### src/rtl/br_pkg.sv
// Shared types and helpers for the branch resolve queue.
package br_pkg;

    localparam int BR_Q_DEPTH = 8;
    localparam int BR_TAG_W   = $clog2(BR_Q_DEPTH);

    typedef logic [BR_TAG_W-1:0] br_tag_t;

    typedef struct packed {
        logic        valid;
        logic        resolved;
        logic [63:0] pc;
        logic        is_cond;
        logic        pred_taken;
        logic [63:0] pred_target;
        logic        act_taken;
        logic [63:0] act_target;
    } br_entry_t;

    // A taken branch mispredicts on a wrong target even when the direction was right.
    function automatic logic br_mispred(input logic        pred_taken,
                                        input logic [63:0] pred_target,
                                        input logic        act_taken,
                                        input logic [63:0] act_target);
        return (act_taken != pred_taken) || (act_taken && (act_target != pred_target));
    endfunction

endpackage

### src/rtl/br_resolve_q.sv
// In-order branch tracking queue: allocates at dispatch, resolves out of order,
// redirects on mispredict and retires in order onto the predictor update bus.
module br_resolve_q
    import br_pkg::*;
#(
    parameter int DEPTH = BR_Q_DEPTH,
    parameter int TAG_W = $clog2(DEPTH)
) (
    input  logic             clk,
    input  logic             rst,
    input  logic             alloc_valid_i,
    input  logic [63:0]      alloc_pc_i,
    input  logic             alloc_is_cond_i,
    input  logic             alloc_pred_taken_i,
    input  logic [63:0]      alloc_pred_target_i,
    output logic             alloc_ready_o,
    output logic [TAG_W-1:0] alloc_tag_o,
    input  logic             ex_valid_i,
    input  logic [TAG_W-1:0] ex_tag_i,
    input  logic             ex_taken_i,
    input  logic [63:0]      ex_target_i,
    output logic             recover_o,
    output logic [63:0]      recover_pc_o,
    output logic [TAG_W-1:0] recover_tag_o,
    output logic             ex_is_br_o,
    output logic             ex_is_cond_o,
    output logic             ex_is_taken_o,
    output logic [63:0]      ex_pc_o,
    output logic [63:0]      ex_br_target_o,
    output logic             empty_o
);

    br_entry_t        q [DEPTH];
    logic [TAG_W-1:0] head, tail, tag_age;
    logic [TAG_W:0]   count, count_nxt;
    br_entry_t        res_e, head_e;
    logic             res_fire, mispred, retire, alloc_fire;
    logic [DEPTH-1:0] squash;

    assign res_e      = q[ex_tag_i];
    assign head_e     = q[head];
    assign res_fire   = ex_valid_i && res_e.valid && !res_e.resolved;
    assign mispred    = res_fire && br_mispred(res_e.pred_taken, res_e.pred_target,
                                               ex_taken_i, ex_target_i);
    assign retire     = head_e.valid && head_e.resolved;
    assign alloc_ready_o = (count < (TAG_W+1)'(DEPTH)) && !mispred && !recover_o;
    assign alloc_fire = alloc_valid_i && alloc_ready_o;
    assign alloc_tag_o = tail;
    assign empty_o    = (count == '0);
    assign tag_age    = ex_tag_i - head;

    // Younger-than-resolving is judged by distance from head, so wrap is handled.
    always_comb begin
        squash = '0;
        for (int i = 0; i < DEPTH; i++)
            squash[i] = mispred && ((TAG_W'(i) - head) > tag_age);
    end

    always_comb begin
        count_nxt = count + (TAG_W+1)'(alloc_fire) - (TAG_W+1)'(retire);
        if (mispred)
            count_nxt = {1'b0, tag_age} + (TAG_W+1)'(1) - (TAG_W+1)'(retire);
    end

    always_ff @(posedge clk or negedge rst) begin
        if (!rst) begin
            head  <= '0;
            tail  <= '0;
            count <= '0;
            for (int i = 0; i < DEPTH; i++) q[i] <= '0;
        end else begin
            count <= count_nxt;
            if (retire) begin
                q[head].valid <= 1'b0;
                head          <= head + TAG_W'(1);
            end
            if (res_fire) begin
                q[ex_tag_i].resolved   <= 1'b1;
                q[ex_tag_i].act_taken  <= ex_taken_i;
                q[ex_tag_i].act_target <= ex_target_i;
            end
            for (int i = 0; i < DEPTH; i++)
                if (squash[i]) q[i].valid <= 1'b0;
            if (mispred) begin
                tail <= ex_tag_i + TAG_W'(1);
            end else if (alloc_fire) begin
                q[tail] <= '{valid: 1'b1, resolved: 1'b0, pc: alloc_pc_i,
                             is_cond: alloc_is_cond_i, pred_taken: alloc_pred_taken_i,
                             pred_target: alloc_pred_target_i,
                             act_taken: 1'b0, act_target: 64'd0};
                tail <= tail + TAG_W'(1);
            end
        end
    end

    // Redirect and predictor-update registers; data fields hold between pulses.
    always_ff @(posedge clk or negedge rst) begin
        if (!rst) begin
            recover_o      <= 1'b0;
            recover_pc_o   <= '0;
            recover_tag_o  <= '0;
            ex_is_br_o     <= 1'b0;
            ex_is_cond_o   <= 1'b0;
            ex_is_taken_o  <= 1'b0;
            ex_pc_o        <= '0;
            ex_br_target_o <= '0;
        end else begin
            recover_o  <= mispred;
            ex_is_br_o <= retire;
            if (mispred) begin
                recover_tag_o <= ex_tag_i;
                recover_pc_o  <= ex_taken_i ? ex_target_i : res_e.pc + 64'd4;
            end
            if (retire) begin
                ex_is_cond_o   <= head_e.is_cond;
                ex_is_taken_o  <= head_e.act_taken;
                ex_pc_o        <= head_e.pc;
                ex_br_target_o <= head_e.act_target;
            end
        end
    end

endmodule

### config.mk
export PLATFORM = sky130hd
export DESIGN_NAME = br_resolve_q
export DESIGN_NICKNAME = d
export VERILOG_FILES = /design/src/rtl/br_pkg.sv /design/src/rtl/br_resolve_q.sv
export SDC_FILE = /design/constraint.sdc
export NUM_CORES = 2
export LEC_CHECK = 0
export CAP_MARGIN = 20
export CORE_ASPECT_RATIO = 0.9
export CORE_MARGIN = 1
export CORE_UTILIZATION = 45
export DETAILED_ROUTE_END_ITERATION = 8
export SLEW_MARGIN = 20
export SYNTH_ARGS = -nofsm -noshare
export SYNTH_HDL_FRONTEND = slang
export SYNTH_SLANG_ARGS = --single-unit
### constraint.sdc
create_clock -name clk -period 15 [get_ports clk]
set_input_delay 4.5 -clock clk [delete_from_list [all_inputs] [get_ports clk]]
set_output_delay 4.5 -clock clk [all_outputs]
set_load 0.005 [all_outputs]
# Word-level counts from Yosys, hierarchy flattened
# Index checks and enable logic that the tools add are counted.
dict set report totals {
  out_inout_bits 204
  inputBits 202
  reg_bits 1785
  elab_cells 174
}
dict set report classes {
  addsub 17
  reduce_logical 25
  mux 37
  magnitude_cmp 15
  n_eq_ne 2
  bitwise 3
}
# operator n
set ops {}
lappend ops {{$bwmux 1576} 5}
lappend ops {{$mux 1576} 4}
lappend ops {{$demux 197 s3} 5}
lappend ops {{$bmux 197 s3} 2}
lappend ops {{$mux 197} 6}
lappend ops {{$mux 196} 1}
lappend ops {{$mux 64} 2}
lappend ops {{$mux 65} 1}
lappend ops {{$add 64x3->64 const B} 1}
lappend ops {{$ne 64x64->1} 1}
lappend ops {{$gt 3x3->1} 8}
lappend ops {{$logic_and 1x1->1} 19}
lappend ops {{$ge 4x4->1 const B} 3}
lappend ops {{$lt 4x1->1 const B} 3}
lappend ops {{$not 3->4} 3}
lappend ops {{$sub 3x3->3 const A} 4}
lappend ops {{$add 3x1->3 const B} 3}
lappend ops {{$mux 1} 8}
lappend ops {{$sub 4x1->4} 2}
lappend ops {{$mux 3} 2}
lappend ops {{$sub 1x3->3 const A} 2}
lappend ops {{$sub 2x3->3 const A} 2}
lappend ops {{$add 3x1->4 const B} 1}
lappend ops {{$add 4x1->4} 1}
lappend ops {{8 further kinds} 10}

# Logic depth before layout (Yosys ltp)
dict set report depth {
  depth_word 15
  depth_mapped 24
  ltp_nobuf 15
}

# Worst setup path after synthesis
# No wires, ideal clock.
dict set report synth_path {
  path_kind {input port to output port}
  startpoint {input port ex_tag_i[1]}
  endpoint {output port alloc_ready_o}
  slack_ns 2.756
  arrival_ns 7.744
  path_stages 17
  path_buffers 8
  t_required_ns 10.500
  cell_sequence {buf_6 -> buf_8 -> buf_8 -> buf_12 -> buf_6 -> buf_6 -> mux4_2 -> mux2i_1 -> xor2_1 -> o211ai_1 -> nor4b_1 -> nand4_1 -> nor4_2 -> nor2_1 -> buf_2 -> clkbuf_1 -> nor3_1}
}
dict set report synth_via {
  elab_chain_len 11
  word_cells_on_any_way 15
  classes_between {eq/ne: 2; mux: 3; bitwise: 1; reduce/logical: 9}
}
# element line
set synth_rtl {}
lappend synth_rtl {{start: declaration} br_resolve_q.sv:19} ;# input logic [TAG_W-1:0] ex_tag_i,
lappend synth_rtl {{$not 3->4 (not written as such) (*)} br_resolve_q.sv:40} ;# assign res_e = q[ex_tag_i];
lappend synth_rtl {{$bmux 197 s3 (*)} br_resolve_q.sv:40}
lappend synth_rtl {{$mux 197 (not written as such) (*) (2 in a row)} br_resolve_q.sv:40}
lappend synth_rtl {{$ne 64x64->1} br_pkg.sv:25} ;# return (act_taken != pred_taken) || (act_taken && (act_target != pred_target));
lappend synth_rtl {{$logic_and 1x1->1} br_pkg.sv:25}
lappend synth_rtl {{$logic_or 1x1->1} br_pkg.sv:25}
lappend synth_rtl {{$logic_and 1x1->1 (*)} br_resolve_q.sv:43} ;# assign mispred = res_fire && br_mispred(res_e.pred_taken, res_e.pred_target,
lappend synth_rtl {{via mispred} br_resolve_q.sv:37} ;# logic res_fire, mispred, retire, alloc_fire;
lappend synth_rtl {{$logic_not 1->1 (*)} br_resolve_q.sv:46} ;# assign alloc_ready_o = (count < (TAG_W+1)'(DEPTH)) && !mispred && !recover_o;
lappend synth_rtl {{$logic_and 1x1->1 (*) (2 in a row)} br_resolve_q.sv:46}
lappend synth_rtl {{end: declaration} br_resolve_q.sv:16} ;# output logic alloc_ready_o,
# The timed path passes the listed nets; every way through them passes the cells marked *. The select of a mux whose other input is x is not followed.

# Worst setup path after layout
dict set report layout_path {
  startpoint {input port ex_tag_i[2]}
  endpoint {output port alloc_ready_o}
}
dict set report layout_via {
  elab_chain_len 11
  word_cells_on_any_way 15
  classes_between {eq/ne: 2; mux: 3; bitwise: 1; reduce/logical: 9}
}
# element line
set layout_rtl {}
lappend layout_rtl {{$not 3->4 (not written as such) (*)} br_resolve_q.sv:40}
lappend layout_rtl {{$bmux 197 s3 (*)} br_resolve_q.sv:40}
lappend layout_rtl {{$mux 197 (not written as such) (*) (2 in a row)} br_resolve_q.sv:40}
lappend layout_rtl {{$ne 64x64->1} br_pkg.sv:25}
lappend layout_rtl {{$logic_and 1x1->1} br_pkg.sv:25}
lappend layout_rtl {{$logic_or 1x1->1} br_pkg.sv:25}
lappend layout_rtl {{$logic_and 1x1->1 (*)} br_resolve_q.sv:43}
lappend layout_rtl {{$logic_not 1->1 (*)} br_resolve_q.sv:46}
lappend layout_rtl {{$logic_and 1x1->1 (*) (2 in a row)} br_resolve_q.sv:46}
# Mark *: on every way between the ends. The rest lies on a longest branch, timed or not. The select of a mux whose other input is x is not followed.

==> metrics.md <==
| Metric | Value |
|---|---|
| CP Buf/Inv Count | 3 |
| Crit path launch type | input pin |
| Synth top area cells | dfrtp_1, o2bb2ai_1, mux4_2 |
| Yosys warns | 0 |
| Post-CTS Hold Buffers | 0 |
| Clock Tree Buf Depth | 3 |
| I/O Pins | 406 |
| CTS tree | done |
| Max-Cap Viols | 0 |
| DRC viols | 0 |
| Layout Area Growth over Synthesis | 13.9% |
| Post-CTS Setup Inserts | 0 |
| I/O Buffers | 405 |
| Placed insts | 9612 |
| Final non-filler cell total | 9967 |
| Post-DR wirelength/cell | 34.1 um |
| Clock Sinks | 1785 |
| # resized after CTS | 0 |
| Remaining antenna violation count | 0 |
| Syn Area/Cell | 11.9 um^2 |
| Die Ht | 417 um |
| Worst slack at placement | 1390 ps |
| DP HPWL | 210 mm |
| Vias/cell | 6.63 |
| Root buffer cell | clkbuf_16 |
| Largest fanout on the critical path | 81 |
| Clock latency on the worst-skew pair | 860 ps |
| Final min period | 13820 ps |
| Crit Path Category | in2out |
| CP endpoint kind | primary output |
| Initial Util | 45.5% |
| Post-Synthesis Cells | 7245 |
| Grt ovf | 0 |
| CP max stage delay | 920 ps |
| Worst Path Arrival | 9320 ps |
| Pwr dens | 223 mW/mm^2 |
| CP Cell Sequence | buf_8 -> buf_4 -> mux2i_1 -> a22oi_1 -> a21oi_1 -> o22ai_1 -> nor4_1 -> nand4_1 -> nor4_4 -> nor2_4 -> nor3_1 -> clkdlybuf4s50_1 |
| Seq cells post-synth | 1785 |
| Register area share after synthesis | 52.0% |
| Crit path max-delay family | simple AND/OR/NAND/NOR gates |
| Layout cells sized above 1 | 13.7% |
| All-Layer GR Usage | 34.9% |
| TNS Setup | 0 ps |
| Vias in the first global route | 65800 |
| Worst-path clk slew | 60 ps |
| Rel. slew slack | 17.0% |
| Fin worst setup slack | 1180 ps |
| Antenna violations before repair | 21 |
| Synthesized area | 0.0859 mm^2 |
| Synth top area share | 52.0% |
| Final period util | 92.2% |
| Slew Limit Fails | 0 |
| Worst vdd ir | 0.187 mV |
| Slowest-stage cell, CP | nor4_1 |
| Core Box Area | 0.189 mm^2 |
| TritonCTS Buffers | 187 |
| Hold crit path type | reg2reg |
| First-pass GRT wire length | 491 mm |
| Post-synth EDFFs | 0 |
| Fin nets | 7512 |
| Actual slew at the worst max-slew pin | 1210 ps |
| Via count | 66100 |
| Die Span X | 463 um |
| DR iter-0 viols | 8279 |
| Syn Nets | 7480 |
| Fillers | 16400 |
| Pleak | 42.4 nW |
| Synth area leader | dfrtp_1 |
| Most common cell after layout, fill and taps aside | dfrtp_1 |
| Endpoints failing setup | 0 |
| Htree depth | 4 |
| Synth unique cells | 78 |
| DRT Wirelength | 340 mm |
| Clk_skew | 55.2 ps |
| Ys flop type | dfrtp_1 |
| RSZ-0062 raised after global routing | no |
| Commonest cells after routing, fill and taps aside | dfrtp_1, o2bb2ai_1, nand2_1 |
| Final Hold Viols | 0 |
| First-pass iteration count of the detailed router | 8 |
| Worst EP required | 10500 ps |
| Asr flop ratio synth | 100% |
| Status | complete, no violations |
| Largest net degree at the start of global routing | 187 |
| DIE AREA | 0.193 mm^2 |
| RePlAce Congestion | 0.918 |
| Site row count | 151 |
| Max Fclk | 72.3 MHz |
## worst paths after layout
| kind | from | endpoint | slack [ps] | cells past startpoint |
|---|---|---|---|---|
| max | ex_tag_i[2] | alloc_ready_o | 1180 | 12 |
| min | q[698] | q[698] | 480 | 1 |
| max reg2reg | q[121] | q[701] | 8690 | 11 |
| min reg2reg | q[698] | q[698] | 480 | 1 |
| max in group asynchronous | rst | q[1428] | 8790 | 3 |
| min in group asynchronous | rst | q[206] | 3640 | 1 |
## cell usage after synthesis (8+ instances only)
library cell and count:
or2_2 14, nand3_1 50, a221o_1 8, mux2_2 117, and2_1 14, a22o_1 9, nand2b_1 18, buf_4 40
a22oi_1 52, xnor2_1 61, nand2_1 923, o21ai_1 11, buf_6 37, inv_1 27, ha_1 31, o22a_1 16
a21oi_1 192, mux4_2 370, nor3_1 38, clkbuf_1 386, buf_2 191, and3_1 16, and3b_1 8, buf_1 62
a31o_2 8, dfrtp_1 1785, nor2_1 580, nor2b_1 14, a31oi_1 143, xor2_1 48, o22ai_1 46, o21ai_0 82
nand3b_1 12, nor3b_1 8, o2bb2ai_1 1047, nor4_1 26, mux2i_1 592, a221oi_1 47, nand4_1 9
## per-stage QoR
step                area, um^2  hold slack [ps]  utilization [%]  power, mW
finish                   97900              484             51.8       21.8
global placement         91500              466             48.4       16.7
detailed placement       91500              468             48.5       16.9
CTS                      97800              485             51.8       21.7
global route             97800              495             51.8       22.8
floorplan                85900              449                -       13.5
## cell type report
cell class / instances / area, um^2 / area share [%]
antenna: 12 / 30.0 / 0.0307
timing repair buffer: 564 / 5530 / 5.65
clock buffer: 293 / 5600 / 5.72
sequential: 1785 / 44700 / 45.7
tap: 2524 / 3160 / 3.23
multi-input combinational: 4708 / 38100 / 38.9
inverter: 31 / 129 / 0.132
clock inverter: 50 / 676 / 0.690
## power breakdown
part | internal [mW] | total [mW] | switching, mW
registers | 7.00 | 8.79 | 1.78
logic | 3.84 | 8.18 | 4.35
clock network | 2.73 | 4.80 | 2.07
## cell families (layout without fill, tap and decap cells)
family | count (synthesis) | count (layout) | share of synthesized area (%)
DFF | 1785 | 1785 | 52.0
and+or+nand+nor | 1763 | 1763 | 8.47
AOI/OAI and AO/OA | 1724 | 1724 | 15.7
muxes | 1079 | 1079 | 18.1
buffers and inverters | 752 | 938 | 4.11
xor gates and xnor gates | 109 | 109 | 1.11
adders and majority gates | 33 | 33 | 0.498
other | 0 | 12 | 0
## sequential cells by signal (all words and copies together) (netlist names)
register	flops
alloc_tag_o	3
count	4
ex_br_target_o	64
ex_is_br_o	1
ex_is_cond_o	1
ex_is_taken_o	1
ex_pc_o	64
head	3
q	1576
recover_o	1
recover_pc_o	64
recover_tag_o	3
## layer usage
layer  wire [um]  GRT usage (%)  share of wire [%]
met3       33000           9.07                9.7
met4       22500           20.4                6.6
met1      133000           46.1                 39
met5          92              0              0.027
met2      151000           51.9                 44
## worst reg2reg max path, delay by kind of cell, from the launching register on
| family | cells | cell delay, ps |
|---|---|---|
| muxes | 2 | 640 |
| DFF | 1 | 400 |
| xor gates and xnor gates | 1 | 320 |
| and+or+nand+nor | 3 | 2120 |
| buffers and inverters | 2 | 1300 |
| AOI/OAI and AO/OA | 3 | 1420 |
Note: power is estimated with default switching activity, not from simulation.
